===== src/rtl/hilo_pkg.sv =====
// hilo_pkg: shared types and constants for the HI/LO sequencing stage
package hilo_pkg;
  typedef enum logic [1:0] {IDLE, START, RUN, CAPTURE} state_t;
  localparam logic MD_MULT = 1'b0;
  localparam logic MD_DIV = 1'b1;
  localparam int DEF_WIDTH = 32;
  localparam int DEF_MULT_LAT = 33;
  localparam int DEF_DIV_LAT = 33;
  localparam int DEF_CNT_W = 6;
endpackage


===== src/rtl/hilo_if.sv =====
// hilo_if: request, move and DIVMULT-side signals of the HI/LO controller
interface hilo_if #(parameter int WIDTH = 32);
  logic md_req, md_sel, mthi, mtlo, mf_req, dm_div0, div0_clr;
  logic [WIDTH-1:0] md_a, md_b, wr_data, dm_hi, dm_lo;
  logic dm_start, dm_control, busy, stall, md_ack, div0;
  logic [WIDTH-1:0] dm_a, dm_b, hi, lo;
  modport slave (
    input md_req, md_sel, md_a, md_b, mthi, mtlo, wr_data, mf_req, dm_hi, dm_lo, dm_div0, div0_clr,
    output dm_start, dm_control, dm_a, dm_b, hi, lo, busy, stall, md_ack, div0
  );
  modport master (
    output md_req, md_sel, md_a, md_b, mthi, mtlo, wr_data, mf_req, dm_hi, dm_lo, dm_div0, div0_clr,
    input dm_start, dm_control, dm_a, dm_b, hi, lo, busy, stall, md_ack, div0
  );
endinterface


===== src/rtl/hilo_ctrl.sv =====
// hilo_ctrl: sequences DIVMULT operations and holds the architectural HI/LO registers
module hilo_ctrl
  import hilo_pkg::*;
#(
  parameter int WIDTH = DEF_WIDTH,
  parameter int MULT_LAT = DEF_MULT_LAT,
  parameter int DIV_LAT = DEF_DIV_LAT,
  parameter int CNT_W = DEF_CNT_W
) (
  input logic clk,
  input logic reset,
  hilo_if.slave io
);
  localparam logic [CNT_W-1:0] MULT_CNT = CNT_W'(MULT_LAT - 1);
  localparam logic [CNT_W-1:0] DIV_CNT = CNT_W'(DIV_LAT - 1);
  state_t state;
  logic [CNT_W-1:0] cnt;
  logic [WIDTH-1:0] a_q, b_q, hi_q, lo_q;
  logic ctl_q, start_q, div0_q, busy;
  assign busy = state != IDLE;
  assign io.busy = busy;
  assign io.stall = busy & (io.md_req | io.mf_req | io.mthi | io.mtlo);
  assign io.md_ack = !busy & io.md_req;
  assign io.dm_start = start_q;
  assign io.dm_control = ctl_q;
  assign io.dm_a = a_q;
  assign io.dm_b = b_q;
  assign io.hi = hi_q;
  assign io.lo = lo_q;
  assign io.div0 = div0_q;
  always_ff @(posedge clk) begin
    if (reset) begin
      state <= IDLE;
      cnt <= '0;
      a_q <= '0;
      b_q <= '0;
      hi_q <= '0;
      lo_q <= '0;
      ctl_q <= MD_MULT;
      start_q <= 1'b0;
      div0_q <= 1'b0;
    end else begin
      start_q <= 1'b0;
      if (io.div0_clr) div0_q <= 1'b0;
      // moves to HI/LO only land while idle; a busy requester is stalled instead
      if (!busy && io.mthi) hi_q <= io.wr_data;
      if (!busy && io.mtlo) lo_q <= io.wr_data;
      case (state)
        IDLE: if (io.md_req) begin
          a_q <= io.md_a;
          b_q <= io.md_b;
          ctl_q <= io.md_sel;
          start_q <= 1'b1;
          state <= START;
        end
        START: begin
          cnt <= ctl_q == MD_DIV ? DIV_CNT : MULT_CNT;
          state <= RUN;
        end
        RUN: begin
          cnt <= cnt - 1'b1;
          if (cnt == '0) state <= CAPTURE;
        end
        CAPTURE: begin
          // a divide by zero keeps the previous HI/LO and raises the sticky flag
          if (ctl_q == MD_DIV && io.dm_div0) div0_q <= 1'b1;
          else begin
            hi_q <= io.dm_hi;
            lo_q <= io.dm_lo;
          end
          state <= IDLE;
        end
        default: state <= IDLE;
      endcase
    end
  end
endmodule


===== src/flat_wrapper.sv =====
// flat-port wrapper written by rule: the top's interface ports become plain ports
module hilo_ctrl_flat import hilo_pkg::*;
#(
  parameter int WIDTH = DEF_WIDTH,
  parameter int MULT_LAT = DEF_MULT_LAT,
  parameter int DIV_LAT = DEF_DIV_LAT,
  parameter int CNT_W = DEF_CNT_W
)
  (clk, reset, io_md_req, io_md_sel, io_md_a, io_md_b, io_mthi, io_mtlo, io_wr_data, io_mf_req, io_dm_hi, io_dm_lo, io_dm_div0, io_div0_clr, io_dm_start, io_dm_control, io_dm_a, io_dm_b, io_hi, io_lo, io_busy, io_stall, io_md_ack, io_div0);
  hilo_if #(.WIDTH(WIDTH)) io_i ();
  input logic clk;
  input logic reset;
  input wire logic [$bits(io_i.md_req)-1:0] io_md_req;
  input wire logic [$bits(io_i.md_sel)-1:0] io_md_sel;
  input wire logic [$bits(io_i.md_a)-1:0] io_md_a;
  input wire logic [$bits(io_i.md_b)-1:0] io_md_b;
  input wire logic [$bits(io_i.mthi)-1:0] io_mthi;
  input wire logic [$bits(io_i.mtlo)-1:0] io_mtlo;
  input wire logic [$bits(io_i.wr_data)-1:0] io_wr_data;
  input wire logic [$bits(io_i.mf_req)-1:0] io_mf_req;
  input wire logic [$bits(io_i.dm_hi)-1:0] io_dm_hi;
  input wire logic [$bits(io_i.dm_lo)-1:0] io_dm_lo;
  input wire logic [$bits(io_i.dm_div0)-1:0] io_dm_div0;
  input wire logic [$bits(io_i.div0_clr)-1:0] io_div0_clr;
  output wire logic [$bits(io_i.dm_start)-1:0] io_dm_start;
  output wire logic [$bits(io_i.dm_control)-1:0] io_dm_control;
  output wire logic [$bits(io_i.dm_a)-1:0] io_dm_a;
  output wire logic [$bits(io_i.dm_b)-1:0] io_dm_b;
  output wire logic [$bits(io_i.hi)-1:0] io_hi;
  output wire logic [$bits(io_i.lo)-1:0] io_lo;
  output wire logic [$bits(io_i.busy)-1:0] io_busy;
  output wire logic [$bits(io_i.stall)-1:0] io_stall;
  output wire logic [$bits(io_i.md_ack)-1:0] io_md_ack;
  output wire logic [$bits(io_i.div0)-1:0] io_div0;
  assign io_i.md_req = io_md_req;
  assign io_i.md_sel = io_md_sel;
  assign io_i.md_a = io_md_a;
  assign io_i.md_b = io_md_b;
  assign io_i.mthi = io_mthi;
  assign io_i.mtlo = io_mtlo;
  assign io_i.wr_data = io_wr_data;
  assign io_i.mf_req = io_mf_req;
  assign io_i.dm_hi = io_dm_hi;
  assign io_i.dm_lo = io_dm_lo;
  assign io_i.dm_div0 = io_dm_div0;
  assign io_i.div0_clr = io_div0_clr;
  assign io_dm_start = io_i.dm_start;
  assign io_dm_control = io_i.dm_control;
  assign io_dm_a = io_i.dm_a;
  assign io_dm_b = io_i.dm_b;
  assign io_hi = io_i.hi;
  assign io_lo = io_i.lo;
  assign io_busy = io_i.busy;
  assign io_stall = io_i.stall;
  assign io_md_ack = io_i.md_ack;
  assign io_div0 = io_i.div0;
  hilo_ctrl #(.WIDTH(WIDTH), .MULT_LAT(MULT_LAT), .DIV_LAT(DIV_LAT), .CNT_W(CNT_W)) u_core (.clk(clk), .reset(reset), .io(io_i));
endmodule

===== config.mk =====
export PLATFORM = sky130hd
export DESIGN_NAME = hilo_ctrl_flat
export DESIGN_NICKNAME = d
export VERILOG_FILES = /design/src/rtl/hilo_pkg.sv /design/src/rtl/hilo_if.sv /design/src/rtl/hilo_ctrl.sv /design/src/flat_wrapper.sv
export SDC_FILE = /design/constraint.sdc
export NUM_CORES = 1
export LEC_CHECK = 0
export BUFFER_PORTS_ARGS = -buffer_cell sky130_fd_sc_hd__buf_2
export CORE_MARGIN = 10
export CORE_UTILIZATION = 40
export CTS_CLUSTER_DIAMETER = 40
export CTS_CLUSTER_SIZE = 30
export DETAILED_ROUTE_END_ITERATION = 7
export HOLD_SLACK_MARGIN = 0.06
export PLACE_DENSITY = 0.73
export RECOVER_POWER = 25
export SETUP_SLACK_MARGIN = 0.4
export SYNTH_ARGS = -nofsm -noshare
export SYNTH_HDL_FRONTEND = slang
export SYNTH_SLANG_ARGS = --single-unit

===== constraint.sdc =====
create_clock -name clk -period 3.7 [get_ports clk]
set_input_delay 0.37 -clock clk [delete_from_list [all_inputs] [get_ports clk]]
set_output_delay 0.37 -clock clk [all_outputs]
set_load 0.03 [all_outputs]

# Word level (Yosys, flattened, before mapping)
# Index checks and enable logic that the tools add are counted.
classes:
  addsub: 1
  mul: 0
  div_mod_pow: 0
  order_cmp: 0
  n_eq_ne: 5
  shifts: 0
  n_mux: 14
  bitwise: 6
  reduce_logical: 11
op_table:
  columns: ["op", "n"]
  rows:
  - ["2-to-1 mux 32 bit", 6]
  - ["case mux 6 bit (2 select lines)", 1]
  - ["case mux 2 bit (4 select lines)", 1]
  - ["logical NOT 6 bit", 1]
  - ["subtractor 6 x 1 -> 6 bit (second input constant)", 1]
  - ["== test 2 bit (second input constant)", 2]
  - ["2-to-1 mux 1 bit", 4]
  - ["2-to-1 mux 2 bit", 2]
  - ["AND reduction 2 bit", 2]
  - ["nonzero test 2 bit", 2]
  - ["logical AND 1 bit", 3]
  - ["OR 1 bit", 3]
  - ["AND 1 bit", 2]
  - ["== test 2 x 1 -> 1 bit (second input constant)", 1]
  - ["logical NOT 2 bit", 1]
  - ["inequality test 2 x 1 -> 1 bit (second input constant)", 1]
  - ["inequality test 2 bit (second input constant)", 1]
  - ["OR reduction 2 bit", 1]
  - ["logical NOT 1 bit", 1]
  - ["inverter 1 bit", 1]
totals:
  register_bits: 139
  latchBits: 0
  mem_bits_rw: 0
  rom_bits: 0
  output_inout_bits: 134
  memories: 0

# Depth between registers and ports, before layout
depth:
  word_depth: 6
  mapped_depth: 9
  depth_no_buf: 6

# Worst setup path after synthesis
# OpenSTA, ideal clock, no wires.
synth_path:
  path_type: "reg2out"
  startpoint: "register u_core.state[0]"
  endpoint: "output port io_stall"
  arrival_ns: 1.318
  required_time_ns: 3.330
  path_slack_ns: 2.012
  path_stages_with_launch: 6
  n_path_buf: 2
  path_cell_list: "dfxtp_1 > inv_1 > ha_1 > buf_4 > buf_2 > nor2_1"
synth_between:
  elab_chain_cells: 2
synth_rtl:
  columns: ["element", "line", "rtl"]
  rows:
  - ["start: declaration", "hilo_ctrl.sv:16", "state_t state;"]
  - ["start signal: assignment", "hilo_ctrl.sv:33", "state <= IDLE;"]
  - ["start signal: assignment", "hilo_ctrl.sv:54", "state <= START;"]
  - ["start signal: assignment", "hilo_ctrl.sv:58", "state <= RUN;"]
  - ["nonzero test 2 bit", "hilo_ctrl.sv:20", "assign busy = state != IDLE;"]
  - ["AND 1 bit", "hilo_ctrl.sv:22", "assign io.stall = busy & (io.md_req | io.mf_req | io.mthi | io.mtlo);"]
  - ["end: declaration", "flat_wrapper.sv:32", "output wire logic [$bits(io_i.stall)-1:0] io_stall;"]
# No other way between the ends.

# Worst setup path after layout
layout_path:
  startpoint: "register u_core.state[0]"
  endpoint: "output port io_md_ack"
layout_between:
  elab_chain_cells: 3
layout_rtl:
  columns: ["element", "line", "rtl"]
  rows:
  - ["nonzero test 2 bit", "hilo_ctrl.sv:20", null]
  - ["logical NOT 1 bit", "hilo_ctrl.sv:23", "assign io.md_ack = !busy & io.md_req;"]
  - ["AND 1 bit", "hilo_ctrl.sv:23", null]
  - ["end: declaration", "flat_wrapper.sv:33", "output wire logic [$bits(io_i.md_ack)-1:0] io_md_ack;"]
# No other way between the ends.

==> results.yml <==
sta:
  fin_ws_ps: 1080
  skew_ps: 9.76
  rsz0062_at_grt: "no"
  fmax_ghz: 0.381
  hold_violations: 0
  slew_viol_final: 52
  fin_hold_ws_ps: 195
  worst_pin_slew_ps: 2420
  period_needed_ps: 2620
  fin_setup_tns_ps: 0
  setup_viol: 0
  final.period_utilization_pct: 70.9
  relSlewSlack_pct: -61.1
critical_path:
  endpoint_kind: "output pin"
  crit_type: "reg2out"
  crit_fanout: 32
  required_ps: 3330
  arrival_ps: 2250
  start_kind: "flop"
  crit_chain: "inv_1 > ha_2 > nand2_2 > inv_2 > buf_2"
  cp_slowest_cell: "ha_2"
  critPathMaxStageDelay_ps: 590
clock_network:
  postCtsHoldBufs: 0
  clk_path_buf_depth: 2
  ctsHtreeMaxLevel: 4
  cts_made_buffers: 17
  cts_tree: "yes"
  cts.repair.resized: 0
  postCtsSetupBuffers: 0
  clock-sinks: 139
  clk-insertion-delay-late_ps: 410
  path_clk_slew_ps: 60
  cts-root-buf: "clkbuf_16"
cells_and_area:
  design_area_mm2: 0.00764
  final_cell_count_no_fill: 1167
  regArea_mm2: 0.00278
  fin_util_pct: 55.2
  syn_to_final_growth_pct: 35.8
  drive_gt1_share_pct: 28.4
  fillers: 1376
  multi_input_area_mm2: 0.00249
  nets: 1148
place:
  dpl-instance-area_mm2: 0.00713
  port_buffers: 302
  dp_hpwl_um: 14600
  globalplace.congestion: 0.815
  pre_cts_slack_ps: 1350
  dp.cells: 1134
detailed_routing:
  firstDrtPassIters: 5
  viasPerCell: 5.10
  avgRoutedWirePerCell_um: 17.2
  drc: 0
  wirelength_um: 20100
  drt_iter0_drc: 333
  ant_nets: 0
  num_vias: 5946
logic_synthesis:
  synth_seq_cells: 139
  async_reset_ff_share_pct: 0
  synth_ff_type: "dfxtp_1"
  syn_nets: 882
  synth_cells: 707
  yosys_warnings: 0
  synth_seq_area_share_pct: 49.5
  synth_area_mm2: 0.00563
  synth_edf_count: 0
  avgSynthCellArea_um2: 7.96
  yosysUniqueCellTypes: 25
power:
  ir_drop_mv: 0.327
  powerDensity_mw_per_mm2: 769
  leakagePower_nw: 3.31
  totalPowerFinal_mw: 5.87
status:
  status: "finished, violations left"
  violations: "capacitance limit, slew limit"
job:
  cap_violations: 1
global_routing:
  antenna_found_initial: 2
  grt.overflow.total: 0
  grt_pass1_vias: 5756
  grt_pass1_wl_um: 31300
  grt_usage_pct: 19.7
  grt_max_degree: 92
die:
  core_area_mm2: 0.0138
  die-area_mm2: 0.0192
  die_y_um: 139
  core.rowCount: 43
  die_w_um: 139
  start_util_pct: 40.7
  ioPinCount: 303
hold_path:
  hp-class: "in2reg"
[synthesized netlist by cell type (all sizes together) (2+ instances only)]
| library cell | number | area (um^2) |
|---|---|---|
| ha | 6 | 75.1 |
| buf | 47 | 268 |
| a21oi | 69 | 345 |
| clkbuf | 18 | 67.6 |
| nor2 | 72 | 270 |
| inv | 7 | 26.3 |
| nand2 | 201 | 754 |
| nand2b | 3 | 18.8 |
| dfxtp | 139 | 2780 |
| nand3 | 65 | 325 |
| nor3 | 3 | 15.0 |
| xnor2 | 3 | 26.3 |
| a311oi | 64 | 561 |
| xor2 | 2 | 17.5 |
[cells in the final DEF (no fill, tap or decap), drive strengths merged, types with 2 or more instances in the layout]
cell type  count
buf          244
nand2        201
dfxtp        139
clkbuf        93
nor2          72
a21oi         69
nand3         65
a311oi        64
inv            9
ha             6
nand2b         3
nor3           3
xnor2          3
clkinvlp       3
xor2           2
[critical path, delay by kind of cell (launching register included)]
| family | cells | cell delay, ps |
|---|---|---|
| fa+ha+maj | 1 | 590 |
| buf+inv | 3 | 780 |
| simple gates | 1 | 130 |
| flops | 1 | 330 |
[final timing paths]
| path | startpoint | to | slack [ps] | cells after the start |
|---|---|---|---|---|
| max | u_core.state[0]$_SDFFE_PP0P_ | io_md_ack | 1080 | 5 |
| min | io_md_a[16] | u_core.io.dm_a[16]$_SDFFE_PP0P_ | 200 | 3 |
| max reg2reg | u_core.state[0]$_SDFFE_PP0P_ | u_core.io.dm_a[26]$_SDFFE_PP0P_ | 1360 | 7 |
| min reg2reg | u_core.io.dm_a[16]$_SDFFE_PP0P_ | u_core.io.dm_a[16]$_SDFFE_PP0P_ | 450 | 2 |
[logic make-up (layout without fill, tap and decap cells)]
family	after synthesis	count (layout)	share of synthesized area, %
flip-flops	139	139	49.5
AND/OR/NAND/NOR	349	349	25.5
AO/OA/AOI/OAI	136	136	16.5
buffers and inverters	72	351	6.43
adder cells (fa/ha/maj)	6	6	1.33
other	0	1	0
XOR/XNOR	5	5	0.779
[power breakdown]
part           internal, mW  switching [mW]  total, mW
clock network          1.04           0.639       1.68
registers              1.84           0.182       2.02
logic                 0.609            1.57       2.18
total                  3.49            2.39       5.87
[per-layer routing]
metal	GRT usage (%)	wire length [um]	up-vias
met5	0	12	-
met4	5.99	299	2
met3	9.52	2190	24
met2	30.5	9130	278
met1	23.7	8500	2690
li1	-	-	2952
[cell type report]
type                            instances  share of cell area [%]
Clock buffer                           25                    6.75
Sequential cell                       139                    36.4
Clock inverter                          7                    1.03
Timing Repair Buffer                  312                    19.8
Tap cell                              180                    2.95
Multi-Input combinational cell        496                    32.6
Inverter                                7                   0.344
Antenna cell                            1                  0.0328
[flip-flops by register name, summed over array words and instances (netlist names)]
signal	flops
u_core.io.div0	1
u_core.io.dm_control	1
u_core.io.hi	32
u_core.io.lo	32
u_core.cnt	6
u_core.state	2
u_core.io.dm_start	1
u_core.io.dm_a	32
u_core.io.dm_b	32
No activity file was read; power rests on OpenSTA's default activity.
